--- config.mk ---
export PLATFORM = sky130hd
export DESIGN_NAME = arb_somador2comp
export DESIGN_NICKNAME = d
export VERILOG_FILES = /design/src/rtl/arb_somador2comp_pkg.sv /design/src/rtl/arb_somador2comp_rr.sv /design/src/rtl/arb_somador2comp.sv
export SDC_FILE = /design/constraint.sdc
export NUM_CORES = 1
export LEC_CHECK = 0
export BUFFER_PORTS_ARGS = -buffer_cell sky130_fd_sc_hd__buf_2
export CORE_AREA = 10 10 87 82
export DETAILED_ROUTE_END_ITERATION = 12
export DIE_AREA = 0 0 97 92
export PLACE_DENSITY = 0.55
export SYNTH_ARGS = -nofsm -noshare
export SYNTH_HDL_FRONTEND = slang
export SYNTH_SLANG_ARGS = --single-unit
--- constraint.sdc ---
create_clock -name clk -period 1.7 [get_ports clk]
set_input_delay 0.34 -clock clk [delete_from_list [all_inputs] [get_ports clk]]
set_output_delay 0.34 -clock clk [all_outputs]
set_load 0.005 [all_outputs]
--- src/rtl/arb_somador2comp_pkg.sv ---
// rtl/arb_somador2comp_pkg.sv - shared types and defaults for the adder arbiter
package arb_somador2comp_pkg;

    typedef enum logic [1:0] {
        IDLE  = 2'd0,
        START = 2'd1,
        WAIT  = 2'd2,
        RESP  = 2'd3
    } state_t;

    localparam int N_DEF       = 5;
    localparam int TIMEOUT_DEF = 16;
    localparam int CNT_W_DEF   = $clog2(TIMEOUT_DEF) + 1;

endpackage

--- src/rtl/arb_somador2comp_rr.sv ---
// rtl/arb_somador2comp_rr.sv - combinational two-way round-robin pick
module rr_arb2 (
    input  logic req0,
    input  logic req1,
    input  logic last,
    output logic gnt_valid,
    output logic gnt_idx
);

    assign gnt_valid = req0 | req1;
    // On contention the requester that was not served last wins.
    assign gnt_idx   = (req0 & req1) ? ~last : req1;

endmodule

--- src/rtl/arb_somador2comp.sv ---
// rtl/arb_somador2comp.sv - round-robin sequencer sharing one 2's-complement adder
module arb_somador2comp
    import arb_somador2comp_pkg::*;
#(
    parameter int N       = N_DEF,
    parameter int TIMEOUT = TIMEOUT_DEF
) (
    input  logic         clk,
    input  logic         RESET_n,
    input  logic         req0,
    input  logic [N-1:0] a0,
    input  logic [N-1:0] b0,
    output logic         ack0,
    output logic [N:0]   res0,
    output logic         err0,
    input  logic         req1,
    input  logic [N-1:0] a1,
    input  logic [N-1:0] b1,
    output logic         ack1,
    output logic [N:0]   res1,
    output logic         err1,
    output logic         S,
    output logic [N-1:0] a,
    output logic [N-1:0] b,
    input  logic         done,
    input  logic [N:0]   result,
    output logic         busy,
    output logic         grant
);

    localparam int CW = $clog2(TIMEOUT) + 1;

    state_t        state, state_nx;
    logic [CW-1:0] cnt;
    logic          done_q;
    logic          to_flag;
    logic          last;
    logic          gnt_valid;
    logic          gnt_idx;
    logic          done_rise;
    logic          to_hit;

    rr_arb2 u_rr (
        .req0      (req0),
        .req1      (req1),
        .last      (last),
        .gnt_valid (gnt_valid),
        .gnt_idx   (gnt_idx)
    );

    // Only a fresh edge completes an operation; a stale level-high done is ignored.
    assign done_rise = done & ~done_q;
    assign to_hit    = (cnt == CW'(TIMEOUT - 1));

    always_ff @(posedge clk or negedge RESET_n) begin
        if (!RESET_n) state <= IDLE;
        else          state <= state_nx;
    end

    always_comb begin
        state_nx = state;
        case (state)
            IDLE:    if (gnt_valid) state_nx = START;
            START:   state_nx = WAIT;
            WAIT:    if (done_rise || to_hit) state_nx = RESP;
            RESP:    state_nx = IDLE;
            default: state_nx = IDLE;
        endcase
    end

    always_ff @(posedge clk or negedge RESET_n) begin
        if (!RESET_n) begin
            done_q  <= 1'b0;
            cnt     <= '0;
            to_flag <= 1'b0;
            last    <= 1'b1;
            grant   <= 1'b0;
            a       <= '0;
            b       <= '0;
            res0    <= '0;
            res1    <= '0;
        end else begin
            done_q <= done;
            case (state)
                IDLE: if (gnt_valid) begin
                    grant <= gnt_idx;
                    a     <= gnt_idx ? a1 : a0;
                    b     <= gnt_idx ? b1 : b0;
                end
                START: begin
                    cnt     <= '0;
                    to_flag <= 1'b0;
                end
                WAIT: begin
                    cnt <= cnt + CW'(1);
                    if (done_rise) begin
                        if (grant) res1 <= result;
                        else       res0 <= result;
                    end else if (to_hit) begin
                        to_flag <= 1'b1;
                    end
                end
                RESP:    last <= grant;
                default: ;
            endcase
        end
    end

    assign S    = (state == START);
    assign busy = (state != IDLE);
    assign ack0 = (state == RESP) && !grant;
    assign ack1 = (state == RESP) &&  grant;
    assign err0 = ack0 && to_flag;
    assign err1 = ack1 && to_flag;

endmodule
==> metrics.md, run 1 <==
| Metric | Value |
|---|---|
| Cells along the critical path | `ha_4 > nor2b_2 > and2_4 > buf_6` |
| Final Net Count | `240` |
| Status | `finished clean` |
| Setup TNS Final | `0 ns` |
| DP HPWL | `2890 um` |
| Syn nets | `roughly 170` |
| PortBufs | `roughly 60` |
| Initial core utilization | `0.277` |
| Period Utilization, post-route | `0.969` |
| Share of post-route cells with drive strength above 1 | `0.471` |
| Synth-to-layout area growth | `36.7%` |
| Worst skew pair latency | `0.29 ns` |
| First-pass detailed-route iteration total | `4` |
| Layout Utilization | `0.378` |
| # IOs | `60` |
| Startpoint Class | `register` |
| ANT nets after route | `0` |
| Sequential power share | `0.398` |
| Leading area contributor after synthesis | `dfrtp_1` |
| Synth async-reset ratio | `1.00` |
| CTS buffer count | `5` |
| GRT Total Usage | `0.0839` |
| Final hold vios | `0` |
| CP required | `1.36 ns` |
| Main synth FF type | `dfrtp_1` |
| Mapped Cells | `around 140` |
| Cell family with most CP delay | `flip-flops` |
| Die W | `roughly 97 um` |
| Crit-path max FO | `4` |
| Vias | `~1200` |
| Clock buffer depth | `2` |
| Clock group share of total power | `0.190` |
| WL per Instance | `about 14 um` |
| Initial antenna violation count | `0` |
| Site Rows | `26` |
| N_diodes | `0` |
| RSZ-0062 raised after global routing | `yes` |
| Vias in the first global route | `between 1000 and 1500` |
| RePlAce Congestion | `roughly 0.74` |
| Sw frac | `0.351` |
| Buf/Inv on CP | `1` |
| Psw | `approximately 1200 uW` |
| Synth warn | `0` |
| Crit path capture type | `output port` |
| Worst-margin pin slew | `0.443 ns` |
| Static leakage | `slightly above 0.001 uW` |
| Slew headroom | `0.703` |
| Final setup vio count | `0` |
| Pwr Total | `about 3400 uW` |
| Sequential share of the synthesized area | `0.550` |
| Logic pwr share | `0.412` |
| Commonest non-fill, non-tap cells in the layout | `buf_2 (58), dfrtp_1 (30), a21oi_1 (21)` |
| Slowest CP cell | `dfrtp_2` |
| Die area | `0.00892 mm2` |
| Vias per cell | `about 4.5` |
| Avg Inst Size Synth | `about 11 um2` |
| Die Y | `roughly 92 um` |
| Largest net degree at the start of global routing | `34` |
| 1st-iter DRT viols | `34` |
| Max-slew violation count | `0` |
| Commonest non-fill, non-tap cell in the layout | `buf_2` |
| Grt total ovfl | `0` |
| Worst VDD drop | `between 700 and 800 uV` |
| CTS Hold Bufs | `0` |
| Clk pin slew, worst setup/hold paths | `roughly 0.070 ns` |
| Dominant cells by area after synthesis | `dfrtp_1 (53%), mux2_2 (8.2%), a21oi_1 (7.0%)` |
| Area share of the largest cell type after synthesis | `0.532` |
| Maxcap violations | `0` |
| Sink Count | `33` |
| Kind of critical path | `reg -> out` |
| Critical path's largest stage delay | `approximately 0.44 ns` |
| Clock Tree Root | `clkbuf_8` |
| Post-synth EDFFs | `0` |
| P_int | `roughly 2200 uW` |
| Max Fclk | `0.607 GHz` |
| Core area | `around 0.0054 mm2` |
| CTS H-tree lvls | `2` |
| Arr. time, crit path | `roughly 1.3 ns` |
| CTS tree | `done` |
| Hold Crit Class | `in -> async` |
| WL final | `3780 um` |
| #FFs+latches synth | `33` |
| Clock skew | `approximately 0.0069 ns` |
| First-pass GRT wire length | `slightly above 6000 um` |
| Min Clock Period, post-route | `around 1.6 ns` |
| Pwr dens | `roughly 1700 mW/mm2` |
| Netlist cell types | `32` |
| Residual DRC count | `0` |
| Synthesized area | `around 0.0015 mm2` |
registers in the layout (all words and copies together), names as in the netlist:
signal   cells
grant        1
state        2
a            5
done_q       1
to_flag      1
res1         6
last         1
res0         6
cnt          5
b            5
area by class of cell:
type / count / area, um2
clock buffers: 7 / 96.3
clock inverters: 1 / 5.00
fillers: 549 / 3380
inverters: 7 / 26.3
multi-input cells: 91 / 652
flip-flops and latches: 33 / 830
well taps: 70 / 87.6
repair buffers: 65 / 359
path summary, 6_finish.rpt:
kind	slack [ns]	endpoint	cells past startpoint	startpoint
min reg2reg	0.48	res0[1]	1	res0[1]
min	0.005	cnt[3]	2	RESET_n
min in group clk	0.20	done_q	1	done
max	0.05	err0	4	state[1]
max in group asynchronous	1.46	last	2	RESET_n
max reg2reg	0.08	res1[1]	5	state[1]
synth_stat cells, types with 2 or more instances:
| cell type | count |
|---|---|
| o21ai_0 | 4 |
| mux2_1 | 3 |
| ha_1 | 6 |
| mux2_2 | 11 |
| nor2_1 | 11 |
| nand2b_1 | 2 |
| and2_1 | 2 |
| a21oi_1 | 21 |
| inv_1 | 6 |
| and3_1 | 2 |
| nand2_1 | 12 |
| clkbuf_1 | 3 |
| nand3_1 | 3 |
| dfrtp_1 | 32 |
power groups by stage:
| stage | registers, uW | clock network, uW | logic [uW] |
|---|---|---|---|
| floorplan | 1360 | 0 | 759 |
| global placement | 1350 | 0 | 1390 |
| detailed placement | 1360 | 0 | 1390 |
| CTS | 1350 | 677 | 1400 |
| global route | 1410 | 712 | 1580 |
| finish | 1360 | 650 | 1410 |
per-layer routing:
| metal | routed length [um] | GRT usage | share of wire | vias to the layer above |
|---|---|---|---|---|
| met2 | 1670 | 0.128 | 0.44 | 32 |
| li1 | - | - | - | 605 |
| met5 | 0 | 0 | 0 | - |
| met3 | 240 | 0.0375 | 0.064 | 5 |
| met4 | 71 | 0.0405 | 0.019 | 0 |
| met1 | 1790 | 0.0985 | 0.47 | 582 |
worst reg2reg max path, cell delays in order (launching register included):
cell and delay (ns):
dfrtp_2 0.44, buf_4 0.14, ha_1 0.19, buf_4 0.17
nand4b_2 0.20, mux2_2 0.37
per-stage QoR:
step	setup WS (ns)	area, um2	hold slack, ns	std cells
floorplan	0.153	1500	0.0444	136
global placement	0.0879	1910	0.318	265
detailed placement	0.0761	1910	0.312	265
CTS	0.00370	2020	0.00132	273
global route	-0.0346	2060	0.00885	274
finish	0.0520	2060	0.00456	274
timing repair:
action	in CTS	in global routing
gates resized for setup	1	7
endpoints found under the setup margin	1	4
buffers inserted	0	1
pin swaps	0	3
logic make-up after synthesis:
| group | count (synthesis) | share of synthesized area |
|---|---|---|
| AO/OA/AOI/OAI | 34 | 0.133 |
| flip-flops | 33 | 0.550 |
| adder cells (fa/ha/maj) | 6 | 0.0499 |
| buffers and inverters | 12 | 0.0333 |
| multiplexers | 15 | 0.111 |
| AND/OR/NAND/NOR | 36 | 0.122 |
Note: power is estimated with default switching activity, not from simulation.
==> run 2: changes to the inputs <==
PLACE_DENSITY = unset   (was 0.55)
PLACE_DENSITY_LB_ADDON = 0.25   (was unset)
==> metrics.md, run 2 (synthesis results as in run 1) <==
| Metric | Value |
|---|---|
| Seq. cell area | `around 830 um2` |
| DR WL met3 | `between 150 and 200 um` |
| Period Utilization, post-route | `0.980` |
| Vias | `between 1000 and 1500` |
| Static leakage | `slightly above 0.001 uW` |
| Share of post-route cells with drive strength above 1 | `0.463` |
| CTS buffer count | `5` |
| Arr. time, crit path | `~1.3 ns` |
| ANT nets after route | `0` |
| # IOs | `60` |
| Hold Crit Class | `in -> async` |
| Max-slew violation count | `0` |
| WL final | `between 3000 and 4000 um` |
| Die W | `97 um` |
| Initial core utilization | `0.277` |
| First-pass GRT wire length | `6490 um` |
| CTS Hold Bufs | `0` |
| CTS H-tree lvls | `2` |
| Synth-to-layout area growth | `35.9%` |
| RSZ-0062 raised after global routing | `yes` |
| Commonest non-fill, non-tap cells in the layout | `buf_2 (59), dfrtp_1 (32), a21oi_1 (21)` |
| CP required | `between 1 and 1.5 ns` |
| PortBufs | `just under 60` |
| N_diodes | `0` |
| Final hold vios | `0` |
| CTS tree | `done` |
| # fillers | `between 500 and 600` |
| Startpoint Class | `register` |
| Slew headroom | `0.692` |
| Crit path capture type | `output port` |
| M1 WL | `between 1500 and 2000 um` |
| DP HPWL | `~3000 um` |
| Clock buffer depth | `2` |
| Layout Utilization | `0.376` |
| GRT Total Usage | `0.0877` |
| WL met2 | `about 2000 um` |
| Final cell count without fillers | `275` |
| Status | `finished clean` |
| Origin of the critical flop-to-flop path | `cnt[0]` |
| RePlAce Congestion | `0.760` |
| Final setup vio count | `0` |
| Pwr dens | `around 1700 mW/mm2` |
| Core area | `about 0.0054 mm2` |
| R2R cell count | `6` |
| Vias in the first global route | `about 1300` |
| Site Rows | `26` |
| Die area | `0.00892 mm2` |
| Area of the multi-input gates | `about 660 um2` |
| Clk pin slew, worst setup/hold paths | `approximately 0.060 ns` |
| Grt total ovfl | `0` |
| Die Y | `roughly 92 um` |
| Residual DRC count | `0` |
| Min Clock Period, post-route | `1.67 ns` |
| Clock skew | `approximately 0.005 ns` |
| Clock Tree Root | `clkbuf_8` |
| Placed cell count | `265` |
| First-pass detailed-route iteration total | `4` |
| 1st-iter DRT viols | `between 50 and 60` |
| RR Endpoint | `state[1]` |
| Highest routed layer | `met4` |
| Kind of critical path | `reg -> out` |
| Final Net Count | `241` |
| Vias per cell | `around 4.4` |
| Worst-margin pin slew | `approximately 0.46 ns` |
| Sink Count | `33` |
| Worst VDD drop | `517 uV` |
| Commonest non-fill, non-tap cell in the layout | `buf_2` |
| Worst skew pair latency | `between 0.2 and 0.3 ns` |
| Max Fclk | `around 0.60 GHz` |
| Largest net degree at the start of global routing | `34` |
| Top flop regs | `res0: 6 flops, res1: 6 flops` |
| WL per Instance | `roughly 14 um` |
| Reg-to-reg setup timing slack | `roughly 0.11 ns` |
| Initial antenna violation count | `0` |
| Maxcap violations | `0` |
| Crit-path max FO | `3` |
-- run 2: changes by cell type in the layout (fill, tap and decap cells not counted), sizes merged --
cell,before,now
clkbuf,7,8
buf,65,66
clkinv,1,0
-- run 2: stage by stage --
step | setup TNS [ns] | power (uW) | hold WS, ns | setup WS (ns) | cell area [um2]
after global routing | -0.0277 | 3710 | 0.108 | -0.0226 | 2040
after global placement | 0 | 2750 | 0.400 | 0.0948 | 1900
final | 0 | 3410 | 0.0765 | 0.0336 | 2040
after floorplan | 0 | 2120 | 0.0444 | 0.153 | 1500
after detailed placement | 0 | 2760 | 0.402 | 0.0814 | 1900
after CTS | 0 | 3420 | 0.0922 | 0.00935 | 2010
-- run 2: final cells by class --
type | instances | share of cell area
clock buffer | 8 | 0.0441
inverter | 7 | 0.0129
multi-input combinational | 91 | 0.324
sequential | 33 | 0.405
tap | 70 | 0.0428
timing repair buffer | 66 | 0.172
-- run 2: where the power goes --
| group | leakage (uW) | switching, uW | total (uW) | internal [uW] |
|---|---|---|---|---|
| logic | 0.000565 | 719 | 1470 | 748 |
| registers | 0.000398 | 214 | 1350 | 1130 |
| clock network | 0.0000455 | 268 | 598 | 330 |
-- run 2: worst max path at each step --
stage	start	end	slack [ns]	cells past startpoint
CTS	state[0]	err0	0.009	5
global placement	cnt[0]	state[1]	0.09	6
floorplan	cnt[0]	state[1]	0.15	6
global route	state[0]	err0	-0.02	5
detailed placement	cnt[0]	state[1]	0.08	6
finish	state[0]	err0	0.03	5
-- run 2: worst max-delay path, stage by stage, from the launching register on --
cell     delay [ns]
dfrtp_1        0.38
buf_6          0.12
ha_4           0.15
nor2b_4        0.12
and2_1         0.15
buf_2          0.12
-- run 2: metal layers --
metal	GRT usage	vias up
met3	0.0300	6
li1	-	605
met1	0.104	586
met4	0.0369	0
met5	0	-
met2	0.143	23
-- run 2: what timing repair did --
action,4_1_cts,5_1_grt
gates resized for setup,3,6
pin swaps,1,4
setup buffers,1,1
setup endpoints to repair,1,8
==> run 3: changes to the inputs <==
==> constraint.sdc (replaced) <==
create_clock -name clk -period 1.7 [get_ports clk]
set_input_delay 0.34 -clock clk [delete_from_list [all_inputs] [get_ports clk]]
set_output_delay 0.34 -clock clk [all_outputs]
set_load 0.02 [all_outputs]
==> metrics.md, run 3 (synthesis results as in run 1) <==
| Metric | Value |
|---|---|
| PortBufs | `slightly below 60` |
| Most frequent CP cell | `buf_6` |
| Max-slew violation count | `0` |
| Final Net Count | `between 200 and 250` |
| ANT nets after route | `0` |
| Buf/Inv on CP | `2` |
| # IOs | `60` |
| Die area | `between 0.008 and 0.009 mm2` |
| Pwr dens | `about 1800 mW/mm2` |
| Share of post-route cells with drive strength above 1 | `0.488` |
| First-pass detailed-route iteration total | `4` |
| First-pass GRT wire length | `roughly 6500 um` |
| Kind of critical path | `reg -> out` |
| Status | `finished with violations` |
| 1st-iter DRT viols | `between 60 and 70` |
| Failing checks | `hold timing` |
| Period Utilization, post-route | `0.982` |
| Top flop regs | `res0: 6 flops, res1: 6 flops` |
| Psw | `~1600 uW` |
| Site Rows | `26` |
| Hold Crit Class | `in -> async` |
| WL per Instance | `between 10 and 15 um` |
| Hold_ws | `-0.00448 ns` |
| Vias in the first global route | `approximately 1200` |
| CTS tree | `done` |
| Critical path's largest stage delay | `roughly 0.39 ns` |
| GRT Total Usage | `0.0891` |
| WL final | `around 4000 um` |
| Worst-margin pin slew | `0.494 ns` |
| Vias per cell | `4.44` |
| Worst skew pair latency | `approximately 0.28 ns` |
| Min Clock Period, post-route | `about 1.7 ns` |
| Slew headroom | `0.669` |
| CTS buffer count | `5` |
| Seq. cell area | `828 um2` |
| Core area | `approximately 0.0054 mm2` |
| RSZ-0062 raised after global routing | `yes` |
| Sw frac | `0.419` |
| Synth-to-layout area growth | `38.5%` |
| R2R cell count | `6` |
| Final setup vio count | `0` |
| Final hold vios | `10` |
| Clk pin slew, worst setup/hold paths | `0.07 ns` |
| Pre-CTS setup slack | `about 0.064 ns` |
| P_int | `~2200 uW` |
| Origin of the critical flop-to-flop path | `cnt[0]` |
| Max Fclk | `approximately 0.6 GHz` |
| Sequential power share | `0.359` |
| Area of the multi-input gates | `approximately 670 um2` |
| Arr. time, crit path | `roughly 1.3 ns` |
| Initial antenna violation count | `0` |
| Worst VDD drop | `around 700 uV` |
| Cell family with most CP delay | `flip-flops` |
| N_diodes | `0` |
| Final worst setup slack | `roughly 0.031 ns` |
| Logic pwr share | `0.493` |
| Initial core utilization | `0.277` |
| Commonest non-fill, non-tap cell in the layout | `buf_2` |
| # fillers | `~570` |
| Cells along the critical path | `buf_6 > ha_4 > nor2b_4 > and2_4 > buf_6` |
| Maxcap violations | `0` |
| Die W | `roughly 97 um` |
| Crit-path max FO | `3` |
| Static leakage | `0.00103 uW` |
| CP required | `~1.4 ns` |
| Die Y | `about 92 um` |
| Startpoint Class | `register` |
| CTS H-tree lvls | `2` |
| Clock buffer depth | `2` |
| Commonest non-fill, non-tap cells in the layout | `buf_2 (57), dfrtp_1 (31), a21oi_1 (21)` |
| Reg-to-reg setup timing slack | `0.09 ns` |
| Grt total ovfl | `0` |
| Crit path capture type | `output port` |
| Largest net degree at the start of global routing | `19` |
| RePlAce Congestion | `between 0.7 and 0.8` |
| RR Endpoint | `state[1]` |
| Clock skew | `0.00486 ns` |
| Sink Count | `33` |
| Vias | `1230` |
| Clock group share of total power | `0.148` |
| Layout Utilization | `0.383` |
| Residual DRC count | `0` |
| Clock Tree Root | `clkbuf_8` |
| Slowest CP cell | `dfrtp_1` |
| DP HPWL | `about 3000 um` |
==> run 3: routing by layer <==
metal,share of wire,vias to the layer above,track usage
met2,0.52,24,0.151
met4,0.015,0,0.0369
met3,0.038,8,0.0300
met1,0.43,591,0.101
li1,-,607,-
met5,0,-,0
==> run 3: worst max-delay path by stage <==
stage | start | to | slack, ns | depth (start not counted)
after floorplan | state[0] | err0 | 0.13 | 3
after global placement | cnt[0] | state[1] | 0.08 | 6
after detailed placement | cnt[0] | state[1] | 0.06 | 6
after CTS | state[0] | ack1 | 0.007 | 5
after global routing | state[0] | err0 | -0.02 | 5
final | state[0] | err0 | 0.03 | 5
==> run 3: power groups by stage <==
stage	clock network [uW]	registers (uW)	logic (uW)
CTS	587	1350	1850
global route	621	1410	2060
global placement	0	1340	1790
floorplan	0	1680	809
detailed placement	0	1350	1790
finish	561	1360	1870
==> run 3: stage by stage <==
step / cell area (um2) / instances / setup TNS (ns) / total power [uW]
2_1_floorplan: 1500 / 136 / 0 / 2490
3_3_place_gp: 1910 / 265 / 0 / 3130
3_5_place_dp: 1910 / 265 / 0 / 3130
4_1_cts: 2040 / 275 / 0 / 3790
5_1_grt: 2080 / 277 / -0.0553 / 4090
6_report: 2080 / 277 / 0 / 3790
==> run 3: final cells by class <==
class,instances,share of cell area
sequential,33,0.398
clock inverter,2,0.00480
timing repair buffer,68,0.188
multi-input combinational,91,0.320
clock buffer,6,0.0348
tap,70,0.0420
inverter,7,0.0126
==> run 3: repair_timing <==
item                       4_1_cts  5_1_grt
gates resized for setup          7        9
pin swaps                        1        4
setup endpoints to repair        1       10
buffers inserted                 2        2
hold buffers                     0        0
